## src/rtl/mono_video_pkg.sv

```systemverilog
// Shared types and helpers for the mono video shaper: timing bundle, palette storage and ramp values.
package mono_video_pkg;

  localparam int PAL_LEVEL_BITS = 2;
  localparam int PAL_OUT_BITS   = 8;

  typedef logic [PAL_OUT_BITS-1:0] pal_word_t;
  typedef pal_word_t pal_array_t [2**PAL_LEVEL_BITS];

  typedef struct packed {
    logic de;
    logic hblank;
    logic vblank;
    logic hsync;
    logic vsync;
  } vid_tim_t;

  localparam vid_tim_t TIM_RESET = '{de: 1'b0, hblank: 1'b1, vblank: 1'b1, hsync: 1'b0, vsync: 1'b0};

  // Evenly spaced grey ramp from black to full white across all level codes.
  function automatic int pal_ramp(input int idx, input int level_bits, input int out_bits);
    return (idx * ((1 << out_bits) - 1)) / ((1 << level_bits) - 1);
  endfunction

endpackage

```

## src/rtl/mono_ce_div.sv

```systemverilog
// Programmable pixel clock-enable divider: tick every div_i+1 clocks, registered copy on ce_pix_o.
module mono_ce_div #(
  parameter int DIV_W = 3
) (
  input  logic             clk_i,
  input  logic             reset_ni,
  input  logic [DIV_W-1:0] div_i,
  output logic             ce_tick_o,
  output logic             ce_pix_o
);

  logic [DIV_W-1:0] cnt_q, cnt_d;
  logic             ce_q, ce_d;
  logic             tick_s;

  // Comparing with >= lets a lowered divisor wrap at once instead of running to overflow.
  always_comb begin
    tick_s = (cnt_q >= div_i);
    ce_d   = tick_s;
    if (tick_s) begin
      cnt_d = '0;
    end else begin
      cnt_d = cnt_q + DIV_W'(1);
    end
  end

  // Counter and enable registers.
  always_ff @(posedge clk_i) begin
    if (!reset_ni) begin
      cnt_q <= '0;
      ce_q  <= 1'b0;
    end else begin
      cnt_q <= cnt_d;
      ce_q  <= ce_d;
    end
  end

  assign ce_tick_o = tick_s;
  assign ce_pix_o  = ce_q;

endmodule

```

## src/rtl/mono_video_shaper.sv

```systemverilog
// Level code to greyscale luma through a writable palette, with delay-matched blank/sync and pixel ce.
// Optional line-darkening scanline effect when MONO_VID_SCANLINE_EN is defined.
module mono_video_shaper
  import mono_video_pkg::*;
#(
  parameter int LEVEL_BITS = 2,
  parameter int OUT_BITS   = 8,
  parameter int DIV_W      = 3
) (
  input  logic                  Clk_I,
  input  logic                  Reset_I,
  input  logic [DIV_W-1:0]      Div_I,
  input  logic [LEVEL_BITS-1:0] Level_I,
  input  logic                  HBlank_I,
  input  logic                  VBlank_I,
  input  logic                  HSync_I,
  input  logic                  VSync_I,
  input  logic                  Pal_We_I,
  input  logic [LEVEL_BITS-1:0] Pal_Addr_I,
  input  logic [OUT_BITS-1:0]   Pal_Data_I,
`ifdef MONO_VID_SCANLINE_EN
  input  logic                  Scan_En_I,
`endif
  output logic                  Ce_Pix_O,
  output logic [OUT_BITS-1:0]   Luma_O,
  output logic                  HBlank_O,
  output logic                  VBlank_O,
  output logic                  HSync_O,
  output logic                  VSync_O,
  output logic                  De_O
);

  localparam int PAL_N = 2**LEVEL_BITS;

  logic                  ce_tick_s;
  logic [LEVEL_BITS-1:0] s1_level_q, s1_level_d;
  vid_tim_t              s1_tim_q, s1_tim_d;
  vid_tim_t              out_tim_q, out_tim_d;
  logic [OUT_BITS-1:0]   luma_q, luma_d;
  logic [OUT_BITS-1:0]   pal_q [PAL_N];
  logic [OUT_BITS-1:0]   pal_d [PAL_N];
  logic [OUT_BITS-1:0]   rd_word_s;
  logic [OUT_BITS-1:0]   pix_s;

  mono_ce_div #(.DIV_W(DIV_W)) u_ce_div (
    .clk_i    (Clk_I),
    .reset_ni (Reset_I),
    .div_i    (Div_I),
    .ce_tick_o(ce_tick_s),
    .ce_pix_o (Ce_Pix_O)
  );

  assign rd_word_s = pal_q[s1_level_q];

`ifdef MONO_VID_SCANLINE_EN
  logic par_q, par_d;

  // Line parity follows the rising sync edges as they enter stage 1; vsync wins over hsync.
  always_comb begin
    par_d = par_q;
    if (ce_tick_s) begin
      if (VSync_I && !s1_tim_q.vsync) begin
        par_d = 1'b0;
      end else if (HSync_I && !s1_tim_q.hsync) begin
        par_d = ~par_q;
      end else begin
        par_d = par_q;
      end
    end else begin
      par_d = par_q;
    end
    if (par_q && Scan_En_I) begin
      pix_s = rd_word_s >> 1;
    end else begin
      pix_s = rd_word_s;
    end
  end

  // Parity register.
  always_ff @(posedge Clk_I) begin
    if (!Reset_I) begin
      par_q <= 1'b0;
    end else begin
      par_q <= par_d;
    end
  end
`else
  assign pix_s = rd_word_s;
`endif

  // Two-stage pipeline gated by the pixel tick, plus palette writes on any clock.
  always_comb begin
    s1_level_d = s1_level_q;
    s1_tim_d   = s1_tim_q;
    luma_d     = luma_q;
    out_tim_d  = out_tim_q;
    pal_d      = pal_q;
    if (ce_tick_s) begin
      s1_level_d      = Level_I;
      s1_tim_d.hblank = HBlank_I;
      s1_tim_d.vblank = VBlank_I;
      s1_tim_d.hsync  = HSync_I;
      s1_tim_d.vsync  = VSync_I;
      s1_tim_d.de     = ~(HBlank_I | VBlank_I);
      out_tim_d       = s1_tim_q;
      if (s1_tim_q.hblank || s1_tim_q.vblank) begin
        luma_d = '0;
      end else begin
        luma_d = pix_s;
      end
    end else begin
      s1_level_d = s1_level_q;
    end
    // The read above uses pal_q, so a same-clock write is seen from the next tick on.
    if (Pal_We_I) begin
      pal_d[Pal_Addr_I] = Pal_Data_I;
    end else begin
      pal_d = pal_q;
    end
  end

  // Pipeline and palette registers; reset flushes to blank and restores the ramp.
  always_ff @(posedge Clk_I) begin
    if (!Reset_I) begin
      s1_level_q <= '0;
      s1_tim_q   <= TIM_RESET;
      out_tim_q  <= TIM_RESET;
      luma_q     <= '0;
      for (int i = 0; i < PAL_N; i++) begin
        pal_q[i] <= OUT_BITS'(pal_ramp(i, LEVEL_BITS, OUT_BITS));
      end
    end else begin
      s1_level_q <= s1_level_d;
      s1_tim_q   <= s1_tim_d;
      out_tim_q  <= out_tim_d;
      luma_q     <= luma_d;
      pal_q      <= pal_d;
    end
  end

  assign Luma_O   = luma_q;
  assign HBlank_O = out_tim_q.hblank;
  assign VBlank_O = out_tim_q.vblank;
  assign HSync_O  = out_tim_q.hsync;
  assign VSync_O  = out_tim_q.vsync;
  assign De_O     = out_tim_q.de;

endmodule

```

## config.mk

```make
export PLATFORM = sky130hd
export DESIGN_NAME = mono_video_shaper
export DESIGN_NICKNAME = d
export VERILOG_FILES = /design/src/rtl/mono_video_pkg.sv /design/src/rtl/mono_ce_div.sv /design/src/rtl/mono_video_shaper.sv
export SDC_FILE = /design/constraint.sdc
export NUM_CORES = 1
export LEC_CHECK = 0
export CAP_MARGIN = 20
export CORE_UTILIZATION = 30
export DETAILED_ROUTE_END_ITERATION = 10
export PLACE_DENSITY = 0.58
export SLEW_MARGIN = 20
export SYNTH_ARGS = -nofsm -noshare
export SYNTH_HDL_FRONTEND = slang
export SYNTH_SLANG_ARGS = --single-unit
```

## constraint.sdc

```tcl
create_clock -name Clk_I -period 1.9 [get_ports Clk_I]
set_input_delay 0.57 -clock Clk_I [delete_from_list [all_inputs] [get_ports Clk_I]]
set_output_delay 0.57 -clock Clk_I [all_outputs]
set_load 0.005 [all_outputs]
```

==> results of run 1 <==
[cell type report]
type / instances / share of cell area (%)
tap: 99 / 4.11
inverter: 11 / 1.37
sequential: 56 / 37.2
multi-input combinational: 166 / 38.5
timing repair buffer: 50 / 15.8
clock buffer: 8 / 2.99
[layer usage]
metal / GRT usage, % / wire (µm) / vias to the layer above
met4: 3.23 / 20 / 0
li1: - / - / 910
met1: 17.6 / 2530 / 836
met2: 19.5 / 2280 / 32
met3: 2.88 / 174 / 2
met5: 0 / 0 / -
[worst min-delay path, cell delays in order (launching register included)]
cell and delay (ps):
dfxtp_1 320, nand2_1 50, a21boi_1 50
[registers in the layout (all words and copies together) (netlist names), 2 cells and up]
register / cells
pal_q: 32
Luma_O: 8
s1_tim_q: 5
u_ce_div.cnt_q: 3
s1_level_q: 2
[cells in the final DEF (no fill, tap or decap), types with 2 or more instances in the layout]
master | Yosys | final
mux4_1 | 5 | 5
a21boi_0 | 10 | 10
nor2_1 | 4 | 4
clkbuf_8 | 0 | 6
inv_1 | 11 | 11
dfxtp_1 | 56 | 56
ha_4 | 0 | 2
mux4_2 | 3 | 3
and3_1 | 2 | 2
clkdlybuf4s50_1 | 0 | 35
mux2i_1 | 16 | 16
nor2b_1 | 12 | 12
ha_1 | 4 | 2
o21ai_0 | 7 | 7
nand3_1 | 26 | 26
nand2_1 | 62 | 61
clkbuf_1 | 7 | 2
o21a_2 | 0 | 2
buf_4 | 3 | 14
a21boi_1 | 2 | 2
[final timing paths]
kind / start / end / slack [ps] / cells past startpoint
worst min-delay path: s1_tim_q[4] / s1_tim_q[4] / 460 / 2
worst min register to register: s1_tim_q[4] / s1_tim_q[4] / 460 / 2
worst max register to register: u_ce_div.cnt_q[0] / s1_tim_q[4] / 420 / 6
worst max-delay path: Div_I[2] / s1_tim_q[4] / 40 / 7
[stage by stage]
step	setup slack, ps	area, µm²
2_1_floorplan	245	2330
3_3_place_gp	-327	2840
3_5_place_dp	-362	2840
4_1_cts	-8.76	2970
5_1_grt	-8.83	3010
6_report	42.5	3010
[repair_timing]
action,4_1_cts,5_1_grt
pin swaps,1,2
resized for setup,3,5
setup endpoints to repair,6,23
cloned,2,0
buffers inserted,2,0
[power groups by stage]
stage	Clock (W)	Combinational, W	Sequential, W
after floorplan	0	0.000297	0.00131
after global placement	0	0.000435	0.00132
after detailed placement	0	0.000444	0.00132
after CTS	0.000690	0.000487	0.00130
after global routing	0.000745	0.000559	0.00131
final	0.000660	0.000506	0.00130
[kinds of logic after synthesis]
| family | synth area share, % |
|---|---|
| mux | 15.4 |
| simple gates | 22.0 |
| compound gates | 6.81 |
| xor+xnor | 0.376 |
| flops | 48.1 |
| fa+ha+maj | 2.15 |
| buf+inv | 5.20 |
==> run_results.csv, run 1 <==
group,metric,value,unit
die,core,0.00737,mm²
synth,synthMostInstantiatedCell,"nand2_1",
die,dieArea,0.00813,mm²
global_route,grt_max_degree,26,
pwr,p_sw_share,26.3,%
timing,clock_skew,4.16,ps
synth,synth_top_area_cell,"dfxtp_1",
setup_path,cp_top_family,"buffers and inverters",
setup_path,critPathKind,"primary input to flop",
die,start_util,31.6,%
clock_network,cts_buffers,5,
synth,netlist_area,0.00233,mm²
synth,syn_area_per_cell,9.48,µm²
synth,synth_top_area_share,48.1,%
pwr,switching_power,0.000649,W
pwr,p_seq_share,52.7,%
placement,dpl.hpwl,3.32,mm
detailed_routing,firstDrtPassIters,4,
clock_network,cts_root_buf,"clkbuf_8",
synth,synth_edf_count,0,
timing,finalSetupViolations,0,
detailed_routing,drt-initial-drc-count,62,
synth,ys_top_cells_by_count,"nand2_1 (62), dfxtp_1 (56), nand3_1 (26)",
timing,fin_crit_sh,97.8,%
clock_network,cts-htree-levels,2,
detailed_routing,antenna_left,0,
setup_path,path_cells,"clkdlybuf4s50_1, inv_1, ha_4, nand2_4, o21a_4, or3_1, a21boi_1",
detailed_routing,vias_per_cell,4.56,
placement,io_buffers,35,
timing,hold_viol_final,0,
placement,place.gp.congestion,0.697,
setup_path,max_stage_delay,450,ps
finish,fin_cells,390,
finish,multi_input_area,0.00116,mm²
run_status,status,"finished, final reports clean",
global_route,overflow,0,
synth,syn_inst,246,
timing,slew_violations,0,
detailed_routing,vias,1780,
setup_path,critical_path_required,2140,ps
pwr,pwr-share-clk,26.8,%
timing,setup-tns-final,0,ps
clock_network,clk_latency,300,ps
timing,min_period,1860,ps
pwr,finalPower,0.00246,W
synth,synth-main-ff-cell,"dfxtp_1",
timing,holdWs,465,ps
die,fp.dieW,90.2,µm
setup_path,cp.buffers_inverters,2,
detailed_routing,wl_per_cell,12.9,µm
finish,n_fill_cell,732,
setup_path,end_kind,"flop",
global_route,grt_pass1_wl,8.16,mm
synth,async_reset_ff_share,0,%
setup_path,cp_max_fo,4,
die,fp.dieH,90.2,µm
timing,maxSlewHeadroom,68.9,%
clock_network,clk_pin_slew,90,ps
die,rows,31,
setup_path,cpMaxStageDelayCell,"clkdlybuf4s50_1",
detailed_routing,drcViolationCount,0,
synth,seq_area_frac_synth,48.1,%
finish,postLayoutCoreUtil,40.8,%
clock_network,cts_sinks,56,
global_route,grt_antenna_before_repair,0,
clock_network,cts_tree,"built",
synth,yosys-top-cells-area,"dfxtp_1 (48%), nand2_1 (10%), mux2i_1 (6.9%)",
finish,area_delta_synth_final,29.1,%
synth,ys_seq_elements,56,
clock_network,cts_hold_buf,0,
pwr,p_leak,1.21,nW
global_route,grt_pass1_vias,1665,
clock_network,clock_path_buffers,2,
synth,ys_warn_count,0,
finish,fin_nets,316,
synth,synth_cell_types,29,
placement,place_inst,378,
pwr,p_int,0.00182,W
finish,drive_gt1_share,11.7,%
detailed_routing,routed_wl,5.01,mm
global_route,grt_usage,12.6,%
pwr,powerDensity,819,mW/mm²
pwr,vdd_ir_drop_max,0.307,mV
timing,worst_slew_pin_slew,466,ps
pwr,p_comb_share,20.5,%
timing,fmax,0.538,GHz
worst_hold_path,hold_class,"flop to flop",
setup_path,worstSetupStartpointType,"primary input",
synth,synth_nets,272,
finish,seqCellArea,0.00112,mm²
flow_run,maxCapViolations,0,
die,pin_count,36,
setup_path,crit_arrival,2100,ps
finish,antenna_cells,0,
Power figures use the tool's default switching activity.
==> run 2, diff against run 1 <==
--- a/config.mk
+++ b/config.mk
@@ -9,6 +9,7 @@
 export CORE_UTILIZATION = 30
 export DETAILED_ROUTE_END_ITERATION = 10
 export PLACE_DENSITY = 0.58
+export SKIP_CTS_REPAIR_TIMING = 1
 export SLEW_MARGIN = 20
 export SYNTH_ARGS = -nofsm -noshare
 export SYNTH_HDL_FRONTEND = slang
==> run 2 against run 1 <==
Cell count is 0.26% higher. Register-to-register slack got worse by 60 ps. Hold slack worse by 1.4 ps. Sequential power about the same. Critical path depth down 1. Fmax grew 3.3%. Via count up 0.45%. First-iteration DRC count did not move. Core utilization up 0.15 points.
==> run_results.csv, run 2 (same netlist as run 1, synthesis figures left out) <==
group,metric,value,unit
pwr,p_leak,1.23,nW
clock_network,cts_tree,"built",
setup_path,crit_arrival,2040,ps
clock_network,clk_latency,300,ps
timing,hold_viol_final,0,
detailed_routing,drcViolationCount,0,
detailed_routing,firstDrtPassIters,4,
detailed_routing,vias_per_cell,4.57,
die,fp.dieW,90.2,µm
placement,dpl.hpwl,3.32,mm
finish,fin_cells,391,
die,start_util,31.6,%
global_route,overflow,0,
die,core,0.00737,mm²
clock_network,cts-htree-levels,2,
timing,worst_slew_pin_slew,466,ps
placement,place.gp.congestion,0.697,
placement,place_inst,378,
global_route,grt_antenna_before_repair,0,
clock_network,clock_path_buffers,2,
clock_network,cts_sinks,56,
timing,slew_violations,0,
finish,postLayoutCoreUtil,41.0,%
flow_run,maxCapViolations,0,
setup_path,end_kind,"flop",
finish,area_delta_synth_final,29.6,%
global_route,grt_pass1_wl,7.91,mm
setup_path,critPathKind,"primary input to flop",
finish,multi_input_area,0.00116,mm²
global_route,grt_pass1_vias,1639,
finish,final_common_cell,"nand2_1",
timing,clock_skew,3.65,ps
timing,min_period,1800,ps
die,dieArea,0.00813,mm²
timing,fmax,0.556,GHz
detailed_routing,drt-initial-drc-count,62,
finish,largest_register,"pal_q",
setup_path,critical_path_required,2140,ps
timing,finalSetupViolations,0,
pwr,powerDensity,817,mW/mm²
finish,drive_gt1_share,12.3,%
run_status,status,"finished, final reports clean",
finish,seqCellArea,0.00112,mm²
clock_network,cts_root_buf,"clkbuf_8",
timing,setup-tns-final,0,ps
setup_path,worstSetupStartpointType,"primary input",
die,pin_count,36,
die,fp.dieH,90.2,µm
finish,fin_nets,317,
finish,n_fill_cell,727,
setup_path,cp_max_fo,6,
pwr,vdd_ir_drop_max,0.308,mV
timing,fin_crit_sh,94.6,%
finish,antenna_cells,0,
global_route,grt_usage,12.2,%
detailed_routing,wl_per_cell,12.8,µm
finish,layout_common_cells,"nand2_1 (61), dfxtp_1 (56), clkdlybuf4s50_1 (33)",
timing,rsz0062_at_grt,"false",
detailed_routing,routed_wl,5.01,mm
global_route,grt_max_degree,26,
placement,io_buffers,35,
die,rows,31,
worst_hold_path,hold_class,"flop to flop",
clock_network,cts_buffers,5,
detailed_routing,antenna_left,0,
timing,finalWorstSetupSlack,102,ps
clock_network,clk_pin_slew,90,ps
finish,largest_register_ffs,32,
timing,maxSlewHeadroom,68.9,%
detailed_routing,vias,1788,
placement,pre_cts_ws,-362,ps
==> run 2: final cells by class <==
class                      count  area share [%]
timing repair buffer          51            16.1
clock buffer                   8            2.98
tap                           99            4.10
inverter                      11            1.37
multi-input combinational    166            38.3
sequential                    56            37.1
==> run 2: power by group <==
group          internal, W  switching, W
clock             0.000299      0.000363
sequential         0.00125     0.0000500
combinational     0.000272      0.000238
==> run 2: path summary, 6_finish.rpt <==
check / slack (ps) / depth (start not counted) / end / start
worst max register to register: 360 / 6 / s1_tim_q[4] / u_ce_div.cnt_q[0]
worst min register to register: 460 / 2 / s1_tim_q[4] / s1_tim_q[4]
worst max-delay path: 100 / 6 / s1_tim_q[4] / Div_I[0]
worst min-delay path: 460 / 2 / s1_tim_q[4] / s1_tim_q[4]
==> run 2: per-layer routing <==
metal  track usage, %  share of wire [%]
met1             16.8                 51
met2             19.1                 45
met3             2.88                3.3
met4             3.23               0.40
met5                0                  0
==> run 2: through the flow <==
stage	total power [W]	area [µm²]	hold slack, ps
2_1_floorplan	0.00160	2330	417
4_1_cts	0.00243	2930	464
6_report	0.00247	3020	463
3_3_place_gp	0.00176	2840	437
5_1_grt	0.00261	3020	491
3_5_place_dp	0.00177	2840	451
==> run 2: critical path, cell delays in order <==
cell	delay (ps)
clkdlybuf4s50_1	410
ha_1	320
nor2b_4	60
o21a_4	220
or3_1	340
a21boi_1	120
